$ cat config.mk
export PLATFORM = sky130hd
export DESIGN_NAME = riscv_soft_mem_arbiter
export DESIGN_NICKNAME = d
export VERILOG_FILES = /design/src/rtl/riscv_soft_mem_arbiter.sv
export SDC_FILE = /design/constraint.sdc
export NUM_CORES = 1
export LEC_CHECK = 0
export BUFFER_PORTS_ARGS = -buffer_cell sky130_fd_sc_hd__buf_2
export CAP_MARGIN = 40
export CORE_AREA = 2 2 137 139
export CTS_CLUSTER_DIAMETER = 60
export DETAILED_ROUTE_END_ITERATION = 10
export DIE_AREA = 0 0 139 141
export GPL_ROUTABILITY_DRIVEN = 0
export PLACE_DENSITY = 0.54
export RECOVER_POWER = 100
export SLEW_MARGIN = 20
export SYNTH_ARGS = -nofsm -noshare
export SYNTH_HDL_FRONTEND = slang
export SYNTH_SLANG_ARGS = --single-unit
export TNS_END_PERCENT = 30
$ cat constraint.sdc
create_clock -name clk -period 2.7 [get_ports clk]
set_input_delay 0.54 -clock clk [delete_from_list [all_inputs] [get_ports clk]]
set_output_delay 0.54 -clock clk [all_outputs]
set_load 0.02 [all_outputs]
$ cat src/rtl/riscv_soft_mem_arbiter.sv
// Round-robin arbiter sharing one backing-memory port among N_CH requesters.
// A tag FIFO returns each in-order memory response to its issuing channel.
module riscv_soft_mem_arbiter #(
   parameter int N_CH    = 3,
   parameter int ADDR_W  = 32,
   parameter int DATA_W  = 32,
   parameter int OPT_W   = 3,
   parameter int MAX_OUT = 4
) (
   input  logic                     clk,
   input  logic                     reset,
   input  logic [N_CH-1:0]          req_valid,
   output logic [N_CH-1:0]          req_ready,
   input  logic [N_CH-1:0]          req_op,
   input  logic [N_CH*OPT_W-1:0]    req_op_type,
   input  logic [N_CH*ADDR_W-1:0]   req_addr,
   input  logic [N_CH*DATA_W-1:0]   req_data,
   output logic [N_CH-1:0]          resp_valid,
   output logic [DATA_W-1:0]        resp_data,
   output logic                     mem_req_valid,
   input  logic                     mem_req_ready,
   output logic                     mem_req_op,
   output logic [OPT_W-1:0]         mem_req_op_type,
   output logic [ADDR_W-1:0]        mem_req_addr,
   output logic [DATA_W-1:0]        mem_req_data,
   input  logic                     mem_resp_valid,
   input  logic [DATA_W-1:0]        mem_resp_data,
   output logic                     err_orphan_resp
);

   localparam int TAG_W = (N_CH > 1) ? $clog2(N_CH) : 1;
   localparam int PTR_W = (MAX_OUT > 1) ? $clog2(MAX_OUT) : 1;
   localparam int CNT_W = $clog2(MAX_OUT + 1);
   localparam logic [CNT_W-1:0] CNT_MAX   = CNT_W'(MAX_OUT);
   localparam logic [TAG_W-1:0] LAST_CH   = TAG_W'(N_CH - 1);
   localparam logic [PTR_W-1:0] LAST_SLOT = PTR_W'(MAX_OUT - 1);

   logic [TAG_W-1:0] rr_ptr;
   logic [TAG_W-1:0] gnt;
   logic             found;
   logic             space;
   logic             pop;
   logic             fire;
   logic [TAG_W-1:0] tags [MAX_OUT];
   logic [PTR_W-1:0] wr_ptr;
   logic [PTR_W-1:0] rd_ptr;
   logic [CNT_W-1:0] count;
   logic [TAG_W-1:0] head;
   logic [N_CH-1:0]  head_oh;

   // Scan from rr_ptr upward, wrapping, and take the first valid channel.
   always_comb begin
      gnt   = rr_ptr;
      found = 1'b0;
      for (int k = 0; k < N_CH; k++) begin
         if (!found && req_valid[(int'(rr_ptr) + k) % N_CH]) begin
            found = 1'b1;
            gnt   = TAG_W'((int'(rr_ptr) + k) % N_CH);
         end
      end
   end

   assign head          = tags[rd_ptr];
   assign pop           = mem_resp_valid && (count != '0);
   assign space         = (count < CNT_MAX) || pop;
   assign mem_req_valid = found && space;
   assign fire          = mem_req_valid && mem_req_ready;

   always_comb begin
      req_ready = '0;
      if (fire)
         req_ready[gnt] = 1'b1;
   end

   always_comb begin
      mem_req_op      = 1'b0;
      mem_req_op_type = '0;
      mem_req_addr    = '0;
      mem_req_data    = '0;
      if (found) begin
         mem_req_op      = req_op[gnt];
         mem_req_op_type = req_op_type[gnt*OPT_W +: OPT_W];
         mem_req_addr    = req_addr[gnt*ADDR_W +: ADDR_W];
         mem_req_data    = req_data[gnt*DATA_W +: DATA_W];
      end
   end

   always_comb begin
      head_oh       = '0;
      head_oh[head] = 1'b1;
   end

   always_ff @(posedge clk) begin
      if (fire)
         tags[wr_ptr] <= gnt;
   end

   always_ff @(posedge clk) begin
      if (reset) begin
         rr_ptr          <= '0;
         wr_ptr          <= '0;
         rd_ptr          <= '0;
         count           <= '0;
         resp_valid      <= '0;
         resp_data       <= '0;
         err_orphan_resp <= 1'b0;
      end else begin
         if (fire) begin
            rr_ptr <= (gnt == LAST_CH) ? '0 : gnt + 1'b1;
            wr_ptr <= (wr_ptr == LAST_SLOT) ? '0 : wr_ptr + 1'b1;
         end
         if (pop)
            rd_ptr <= (rd_ptr == LAST_SLOT) ? '0 : rd_ptr + 1'b1;
         case ({fire, pop})
            2'b10:   count <= count + 1'b1;
            2'b01:   count <= count - 1'b1;
            default: count <= count;
         endcase
         resp_valid <= pop ? head_oh : '0;
         if (pop)
            resp_data <= mem_resp_data;
         // A push in the same cycle never satisfies a response.
         if (mem_resp_valid && (count == '0))
            err_orphan_resp <= 1'b1;
      end
   end

endmodule

* Word-level counts from Yosys, hierarchy flattened *
Memory sizes are Yosys's and may differ from the RTL's. A register that Yosys moved wholly into a read port is not among the register bits.
Cells that the tools add are included.

word-level totals
  memory bits (read-only) = 0
  logic and storage cells = 85
  memories = 1
  flip-flop bits (word level) = 45
  latch bits = 0
  memory bits (writable) = 8
  output and inout bits = 108

memory list
  name  depth  bits a word  rd ports  clocked after Yosys merged registers in  write ports  line  source
  tags  4      2            1         1                                        1            44    logic [TAG_W-1:0] tags [MAX_OUT];

operators by class
  bitwise operators = 1
  $lt $le $gt $ge = 8
  reductions and logical operators = 15
  add/sub/neg operators = 7
  multipliers = 1
  shift operators = 3
  divide/modulo/power cells = 3
  mux-type cells = 34
  equality and inequality tests = 5

operators by type and width
  kind                                                          number
  indexed part select 96 x 8 -> 32 bit                          2
  less-than comparator 32 x 4 -> 1 bit (second input constant)  3
  remainder unit 32 x 3 -> 32 bit (second input constant)       2
  2-to-1 mux 32 bit                                             2
  remainder unit 3 x 3 -> 32 bit (second input constant)        1
  2-to-1 mux 2 bit                                              8
  2-to-1 mux 1 bit                                              15
  indexed part select 9 x 5 -> 3 bit                            1
  binary-select mux 1 bit (select 2 bit)                        4
  equality test 2 bit (second input constant)                   4
  logical AND 1 bit                                             8
  adder 2 x 1 -> 2 bit (second input constant)                  3
  less-than comparator 2 x 3 -> 1 bit (second input constant)   2
  2-to-1 mux 3 bit                                              2
  one-hot mux 3 bit (2 select lines)                            1
  demux 1 bit (select 2 bit)                                    2
  >= comparator 2 x 1 -> 1 bit (second input constant)          2
  multiplier 2 x 2 -> 4 bit (second input constant)             1
  adder 2 x 1 -> 3 bit (second input constant)                  1
  adder 2 x 2 -> 3 bit (second input constant)                  1
  adder 3 x 1 -> 3 bit (second input constant)                  1
  logical NOT 3 bit                                             1
  less-than comparator 3 bit (second input constant)            1
  nonzero test 3 bit                                            1
  other kinds (7)                                               8

* Depth between registers and ports, before layout *
Gate-level depths: netlist of the first run.

  depth in word-level cells = 16
  mapped depth = 13

* Least setup slack after synthesis of the first run *
OpenSTA, ideal clock, no wires.

  path type = reg-to-output
  from = register rr_ptr[0]
  to = output req_ready[2]
  stages on the path, launching flop included = 11
  arrival time = 2328 ps
  setup slack = -168 ps
  required time = 2160 ps
  cell sequence = dfxtp_1 -> inv_1 -> ha_1 -> buf_4 -> o22ai_1 -> nand2_1 -> nand3_2 -> o311a_1 -> buf_6 -> buf_4 -> nor3b_1

on the way
  word-level cells in the longest chain between the ends = 16
  elaborated cells on any way between the ends = 32
  classes of those cells = add/sub: 2; div: 3; order compare: 2; mux: 18; reduce/logical: 7

RTL lines
  element                                                                                                    line  source
  from (decl)                                                                                                38    logic [TAG_W-1:0] rr_ptr;
  from (signal assigned)                                                                                     109   rr_ptr <= (gnt == LAST_CH) ? '0 : gnt + 1'b1;
  branches (longest 10 deep; another with remainder unit 32 x 3 -> 32 bit)                                   -
  2-to-1 mux 2 bit (*)                                                                                       56    if (!found && req_valid[(int'(rr_ptr) + k) % N_CH]) begin
  via gnt[0]                                                                                                 39    logic [TAG_W-1:0] gnt;
  less-than comparator 2 x 3 -> 1 bit (implied by the code) or >= comparator 2 x 1 -> 1 bit (tied branches)  72    req_ready[gnt] = 1'b1;
  logical AND 1 bit (implied by the code)                                                                    72
  2-to-1 mux 1 bit (implied by the code)                                                                     72
  demux 1 bit (select 2 bit) (*)                                                                             72
  2-to-1 mux 3 bit (*)                                                                                       71    if (fire)
  to (decl)                                                                                                  13    output logic [N_CH-1:0] req_ready,

Mark *: on every way through the listed nets, which the timed path passes. The select of a mux whose other input is x is not followed.

* Worst setup path after layout of the first run *
  from = register rr_ptr[0]
  to = output mem_req_data[26]

on the way
  word-level cells in the longest chain between the ends = 13
  elaborated cells on any way between the ends = 26
  classes of those cells = add/sub: 2; div: 3; shift: 1; mux: 16; reduce/logical: 4

RTL lines
  element                                                                   line  source
  branches (longest 12 deep; another with remainder unit 32 x 3 -> 32 bit)  -
  2-to-1 mux 32 bit (*)                                                     80    if (found) begin
  to (decl)                                                                 25    output logic [DATA_W-1:0] mem_req_data,

Every way passes the cells marked *. The select of a mux whose other input is x is not followed.

==> flow_metrics.tcl, run 1 <==
set metrics [dict create \
    status "finished, violations left" \
    violations "setup timing" \
    synth_nets 680 \
    layout.nets 1076 \
    start_kind "flop" \
    ys.flop_type "dfxtp_1" \
    min_path_type "reg2reg" \
    clock-skew-final_ps 3.83 \
    slowest_stage "dfxtp_4" \
    powerDensity_nw_per_um2 2010 \
    die_y_microns 141 \
    rsz0062_at_grt "true" \
    dp_hpwl_microns 13600 \
    first_pass_iters 4 \
    holdWs_ps 454 \
    track_usage_pct 16.4 \
    crit_top_cell "buf_4" \
    htreeDepth 2 \
    drt_iter0_markers 142 \
    routedWlPerCell_microns 17.3 \
    hold_viol_final 0 \
    routed-via-count 4842 \
    antenna_found_initial 6 \
    r2r_cells 15 \
    utilization_pct 42.1 \
    crit_path_max_incr_delay_ps 370 \
    syn_inst 426 \
    finalCritPeriodShare_pct 118 \
    first_global_vias 4699 \
    leakagePower_nw 3.38 \
    drive_above_1_share_pct 60.3 \
    floorplan.initialDensity_pct 20.8 \
    drc 0 \
    crit_chain "inv_4, ha_4, buf_4, nor3b_1, o211ai_1, buf_4, o311a_4, buf_6, mux2i_1, o2bb2ai_2, buf_4" \
    p_sw_mw 7.17 \
    ctsHoldBuffers 0 \
    avgViaCountPerCell 4.57 \
    fin_area_sq_um 7690 \
    ys_warn_count 0 \
    internal_power_mw 8.26 \
    portBuffers 350 \
    vdd_drop_max_mv 1.41 \
    cts.sinks 55 \
    required_ps 2160 \
    synthesis.area_sq_um 3790 \
    clk_latency_ps 290 \
    finalMaxSlewViolations 0 \
    ant_nets 0 \
    comb_power_share_pct 87.2 \
    worst_path_dominant_cell_family "buffers and inverters" \
    critPathBufInv 5 \
    detailedPlace.worstSlack_ps -307 \
    die_area_sq_um 19600 \
    clk_path_buf_depth 2 \
    finalSetupViolCount 72 \
    grt_pass1_wl_microns 25400 \
    switching_share_pct 46.5 \
    drv_cap 0 \
    syn-mean-instance-area_sq_um 8.90 \
    rows 50 \
    ys_types 42 \
    clkPwrFrac_pct 5.0 \
    yosys_register_bits 55 \
    cp.depth 11 \
    cts_tree "done" \
    power_frac_seq_pct 7.7 \
    worst_pin_slew_ps 781 \
    setup_slack_ps -477 \
    cp.arrival_ps 2640 \
    io_pins 351 \
    criticalPathCategory "reg2out" \
    core_area_sq_um 18300 \
    cts_root_buffer "clkbuf_16" \
    crit_fanout 9 \
    area_delta_synth_final_pct 103 \
    cts_made_buffers 5 \
    max_slew_margin_pct 47.9 \
    ys_seq_area_share_pct 31.2 \
    finalWirelength_microns 18400 \
    die_w_microns 139 \
    place_area_sq_um 6290 \
    min_period_ps 3180 \
    grt-ovfl-total 0 \
    worst_setup_hold_path_clk_slew_ps 70 \
    async_reset_ff_share_pct 0 \
    grt_max_degree 46 \
    timing.fmax_mhz 315 \
    power_mw 15.4 \
    synth-edff-count 8 \
    crit_path_end_kind "output pin" \
    min_path_cells 2 \
]
[kinds of logic after synthesis]
group / after synthesis / synth area share, %
AOI/OAI and AO/OA: 126 / 24.6
xor gates and xnor gates: 2 / 0.462
adders and majority gates: 11 / 3.83
and+or+nand+nor: 111 / 13.2
DFF: 55 / 31.2
muxes: 75 / 20.5
buffers and inverters: 46 / 6.34
[cell usage in the layout (no fill, tap or decap), types with 3 or more instances in the layout]
cell type / n
buf_4: 67
o2bb2ai_1: 19
dfxtp_1: 45
a21oi_1: 39
clkbuf_1: 38
nor2b_1: 3
mux2i_4: 3
and3_1: 4
nor2_1: 7
nand2_1: 72
edfxtp_1: 8
buf_2: 245
o2bb2ai_2: 39
inv_1: 8
mux2i_1: 50
buf_6: 58
o2bb2ai_4: 10
clkbuf_16: 9
ha_1: 5
buf_12: 9
o21ai_0: 3
a21oi_4: 3
mux2i_2: 20
nor3_1: 5
ha_4: 4
[layer usage]
metal | up-vias | part of all wire (%) | track usage, %
met4 | 6 | 2.2 | 3.72
met1 | 2212 | 37 | 17.5
met3 | 41 | 7.2 | 4.52
li1 | 2379 | - | -
met5 | - | 0.23 | 0
met2 | 204 | 54 | 32.0
[layout make-up]
type                    instances  area [sq um]
diodes                          2          5.00
clock buffers                   7           154
clock inverters                 1          30.0
fillers                      1854         10600
inverters                      11          46.3
multi-input cells             326          3110
flip-flops and latches         55          1190
well taps                     234           293
repair buffers                423          2870
[tightest hold or removal path, delay by kind of cell, from the launching register on]
family | cells | cell delay, ps
compound gates | 1 | 50
simple gates | 1 | 50
flops | 1 | 310
[power groups by stage]
stage | Combinational [mW] | Sequential (mW) | Clock [mW]
2_1_floorplan | 6.03 | 1.30 | 0
3_3_place_gp | 9.48 | 1.18 | 0
3_5_place_dp | 9.49 | 1.19 | 0
4_1_cts | 12.0 | 1.18 | 0.806
5_1_grt | 14.2 | 1.22 | 0.843
6_report | 13.5 | 1.20 | 0.778
[Yosys cell counts, drive strengths merged, types with 2 or more instances]
library cell | instances | share of area, %
or3 | 4 | 0.66
o221ai | 2 | 0.63
nor3b | 2 | 0.40
nor2 | 8 | 0.79
clkbuf | 15 | 1.5
nor4b | 2 | 0.46
a22o | 2 | 0.46
nor2b | 5 | 0.83
o21ai | 5 | 0.66
nor4 | 2 | 0.33
mux2i | 73 | 19
and3 | 4 | 0.66
ha | 10 | 3.3
xor2 | 2 | 0.46
mux4 | 2 | 1.2
nor3 | 5 | 0.66
nand2 | 72 | 7.1
dfxtp | 47 | 25
buf | 20 | 3.8
inv | 10 | 0.99
or2 | 2 | 0.33
edfxtp | 8 | 6.3
nand2b | 3 | 0.50
a21oi | 42 | 5.6
o2bb2ai | 68 | 16
[what timing repair did]
action	in CTS	in global routing
gates resized for setup	128	106
buffers inserted	8	7
cloned	6	3
endpoints found under the setup margin	72	74
pin swaps	9	13
[per-stage QoR]
stage / setup TNS [ps] / cells
5_1_grt: -37590 / 1059
2_1_floorplan: -5460 / 426
4_1_cts: -32780 / 1048
3_5_place_dp: -16140 / 1026
6_report: -30000 / 1059
3_3_place_gp: -14980 / 1026
[worst paths after layout]
check	from	end	slack [ps]
hold / removal	resp_data[10]	resp_data[10]	450
setup reg to reg	rr_ptr[0]	count[2]	-180
hold reg to reg	resp_data[10]	resp_data[10]	450
setup / recovery	rr_ptr[0]	mem_req_data[26]	-480
[registers in the layout, indices dropped and copies added, names as in the netlist, named ones only]
| name | count |
|---|---|
| resp_data | 32 |
| tags | 8 |
| count | 3 |
| resp_valid | 3 |
| rd_ptr | 2 |
| rr_ptr | 2 |
| wr_ptr | 2 |
| err_orphan_resp | 1 |
(Power assumes the default switching activity.)
==> inputs of run 2 (changes only) <==
BUFFER_PORTS_ARGS = unset   (was -buffer_cell sky130_fd_sc_hd__buf_2)
CORE_AREA = 2 2 134 136   (was 2 2 137 139)
DIE_AREA = 0 0 136 138   (was 0 0 139 141)
DONT_BUFFER_PORTS = 1   (was unset)
PLACE_DENSITY = 0.38   (was 0.54)
==> run 2 against run 1 <==
Compared with the run above: critical path depth down 1; worst setup slack worse by 44 ps; register-to-register slack better by 50 ps; sequential cell count unchanged; the flow still finishes with violations (setup timing); global-route usage down 0.33 points; routed wire length down 6.0%; maximum frequency down 1.4%; sequential share of layout area up 4.3 points.
==> flow_metrics.tcl, run 2 (synthesized netlist as in run 1, its figures left out) <==
set metrics [dict create \
    max_slew_margin_pct 49.8 \
    die_y_microns 138 \
    highest_layer "met4" \
    ant_nets 0 \
    clk_path_buf_depth 2 \
    min_path_cells 1 \
    rrSetupSlack_ps -130 \
    dp_hpwl_microns 13200 \
    required_ps 2160 \
    first_pass_iters 4 \
    largest_reg_flops 32 \
    setup_slack_ps -521 \
    grt_max_degree 46 \
    criticalPathCategory "reg2out" \
    drc 0 \
    clk_latency_ps 290 \
    layout.nets 771 \
    ctsHoldBuffers 0 \
    rows 49 \
    worst_path_dominant_cell_family "compound AO/OA/AOI/OAI gates" \
    reg.largest.list "resp_data (32), tags (8)" \
    routed-via-count 3802 \
    worst_pin_slew_ps 753 \
    finalMaxSlewViolations 0 \
    start_kind "flop" \
    crit_fanout 23 \
    drv_cap 0 \
    min_period_ps 3220 \
    crit_path_end_kind "output pin" \
    utilization_pct 34.3 \
    r2r_cells 14 \
    htreeDepth 2 \
    portBuffers 0 \
    rr_endpoint "count[2]" \
    layout_common_cells "72 x nand2_1, 64 x buf_4, 58 x mux2i_1, 45 x dfxtp_1, 38 x a21oi_1" \
    antenna_found_initial 1 \
    die_w_microns 136 \
    finalSetupViolCount 72 \
    fin_setup_tns_ps -29150 \
    status "finished, violations left" \
    rsz0062_at_grt "true" \
    clock-skew-final_ps 7.02 \
    area_delta_synth_final_pct 58.5 \
    track_usage_pct 16.1 \
    io_pins 351 \
    floorplan.initialDensity_pct 21.6 \
    drive_above_1_share_pct 42.5 \
    crit_path_max_incr_delay_ps 390 \
    grt_pass1_wl_microns 23100 \
    core_area_sq_um 17500 \
    hold_viol_final 0 \
    cts.sinks 55 \
    first_global_vias 3808 \
    n_fill_cell 1811 \
    finalCritPeriodShare_pct 119 \
    worst_setup_hold_path_clk_slew_ps 70 \
    die_area_sq_um 18800 \
    grt-ovfl-total 0 \
    violations "setup timing" \
    layout_commonest_cell "nand2_1" \
    slowest_stage "dfxtp_4" \
    avgViaCountPerCell 5.08 \
    critPathBufInv 4 \
    cts_made_buffers 5 \
    timing.fmax_mhz 310 \
    min_path_type "in2reg" \
    cp.arrival_ps 2680 \
    cts_tree "done" \
    drt_iter0_markers 108 \
    crit_chain "inv_4, ha_4, buf_6, nor3b_1, o211ai_1, o311a_4, buf_12, mux2i_2, o2bb2ai_1, buf_4" \
    met2_length_microns 9170 \
    routedWlPerCell_microns 23.1 \
    top_register "resp_data" \
    route.met3.wl_microns 1490 \
    reg2reg_from "rr_ptr[0]" \
    hp-start "reset" \
    hold_end "resp_data[6]" \
    finalWirelength_microns 17300 \
    wl_met1_microns 6170 \
    cts_root_buffer "clkbuf_16" \
]
## run 2: changes by cell type in the layout (fill, tap and decap cells not counted), sizes merged
cell,previous run,this run
buf,381,113
clkbuf,48,12
bufbuf,1,0
bufinv,1,0
clkinv,1,2
diode,2,1
inv,10,11
o311a,2,1
## run 2: repair_timing
item / CTS / global route
cloned: 2 / 8
buffers inserted: 4 / 8
pin swaps: 5 / 14
resized for setup: 48 / 86
setup endpoints to repair: 73 / 74
## run 2: worst max-delay path by stage
| stage | startpoint | endpoint | cells past startpoint |
|---|---|---|---|
| floorplan | rr_ptr[0] | mem_req_addr[2] | 11 |
| global placement | rr_ptr[0] | mem_req_data[1] | 11 |
| detailed placement | rr_ptr[0] | mem_req_data[1] | 11 |
| CTS | rr_ptr[1] | mem_req_data[10] | 11 |
| global route | rr_ptr[0] | mem_req_data[28] | 10 |
| finish | rr_ptr[0] | mem_req_data[24] | 10 |
## run 2: layout make-up
type / instances / area [sq um] / share of cell area [%]
multi-input cells: 325 / 3080 / 51.2
repair buffers: 119 / 1270 / 21.1
flip-flops and latches: 55 / 1190 / 19.8
well taps: 229 / 287 / 4.77
clock buffers: 6 / 129 / 2.14
inverters: 11 / 46.3 / 0.770
clock inverters: 2 / 11.3 / 0.187
diodes: 1 / 2.50 / 0.0416
## run 2: per-stage QoR
step / instance area (sq um) / setup WS [ps] / hold WS (ps) / cells
3_3_place_gp: 4900 / -612 / 461 / 719
2_1_floorplan: 3960 / -111 / 454 / 426
3_5_place_dp: 4900 / -580 / 477 / 719
6_report: 6010 / -521 / 320 / 748
5_1_grt: 6010 / -587 / 304 / 748
4_1_cts: 5350 / -505 / 304 / 733
## run 2: worst reg2reg max path, delay by kind of cell (launching register included)
kind | cells | cell delay (ps)
compound gates | 3 | 420
xor+xnor | 1 | 160
fa+ha+maj | 3 | 840
buf+inv | 4 | 410
flops | 1 | 390
simple gates | 3 | 560
## run 2: metal layers
metal | GRT usage (%) | vias up
met1 | 18.1 | 1827
li1 | - | 1764
met2 | 29.6 | 191
met3 | 4.29 | 20
met5 | 0 | -
met4 | 4.39 | 0
Power of run 2 is left out: the tool's default activity adds up to more than one toggle a clock period on the data nets, which glitch-free logic cannot reach.
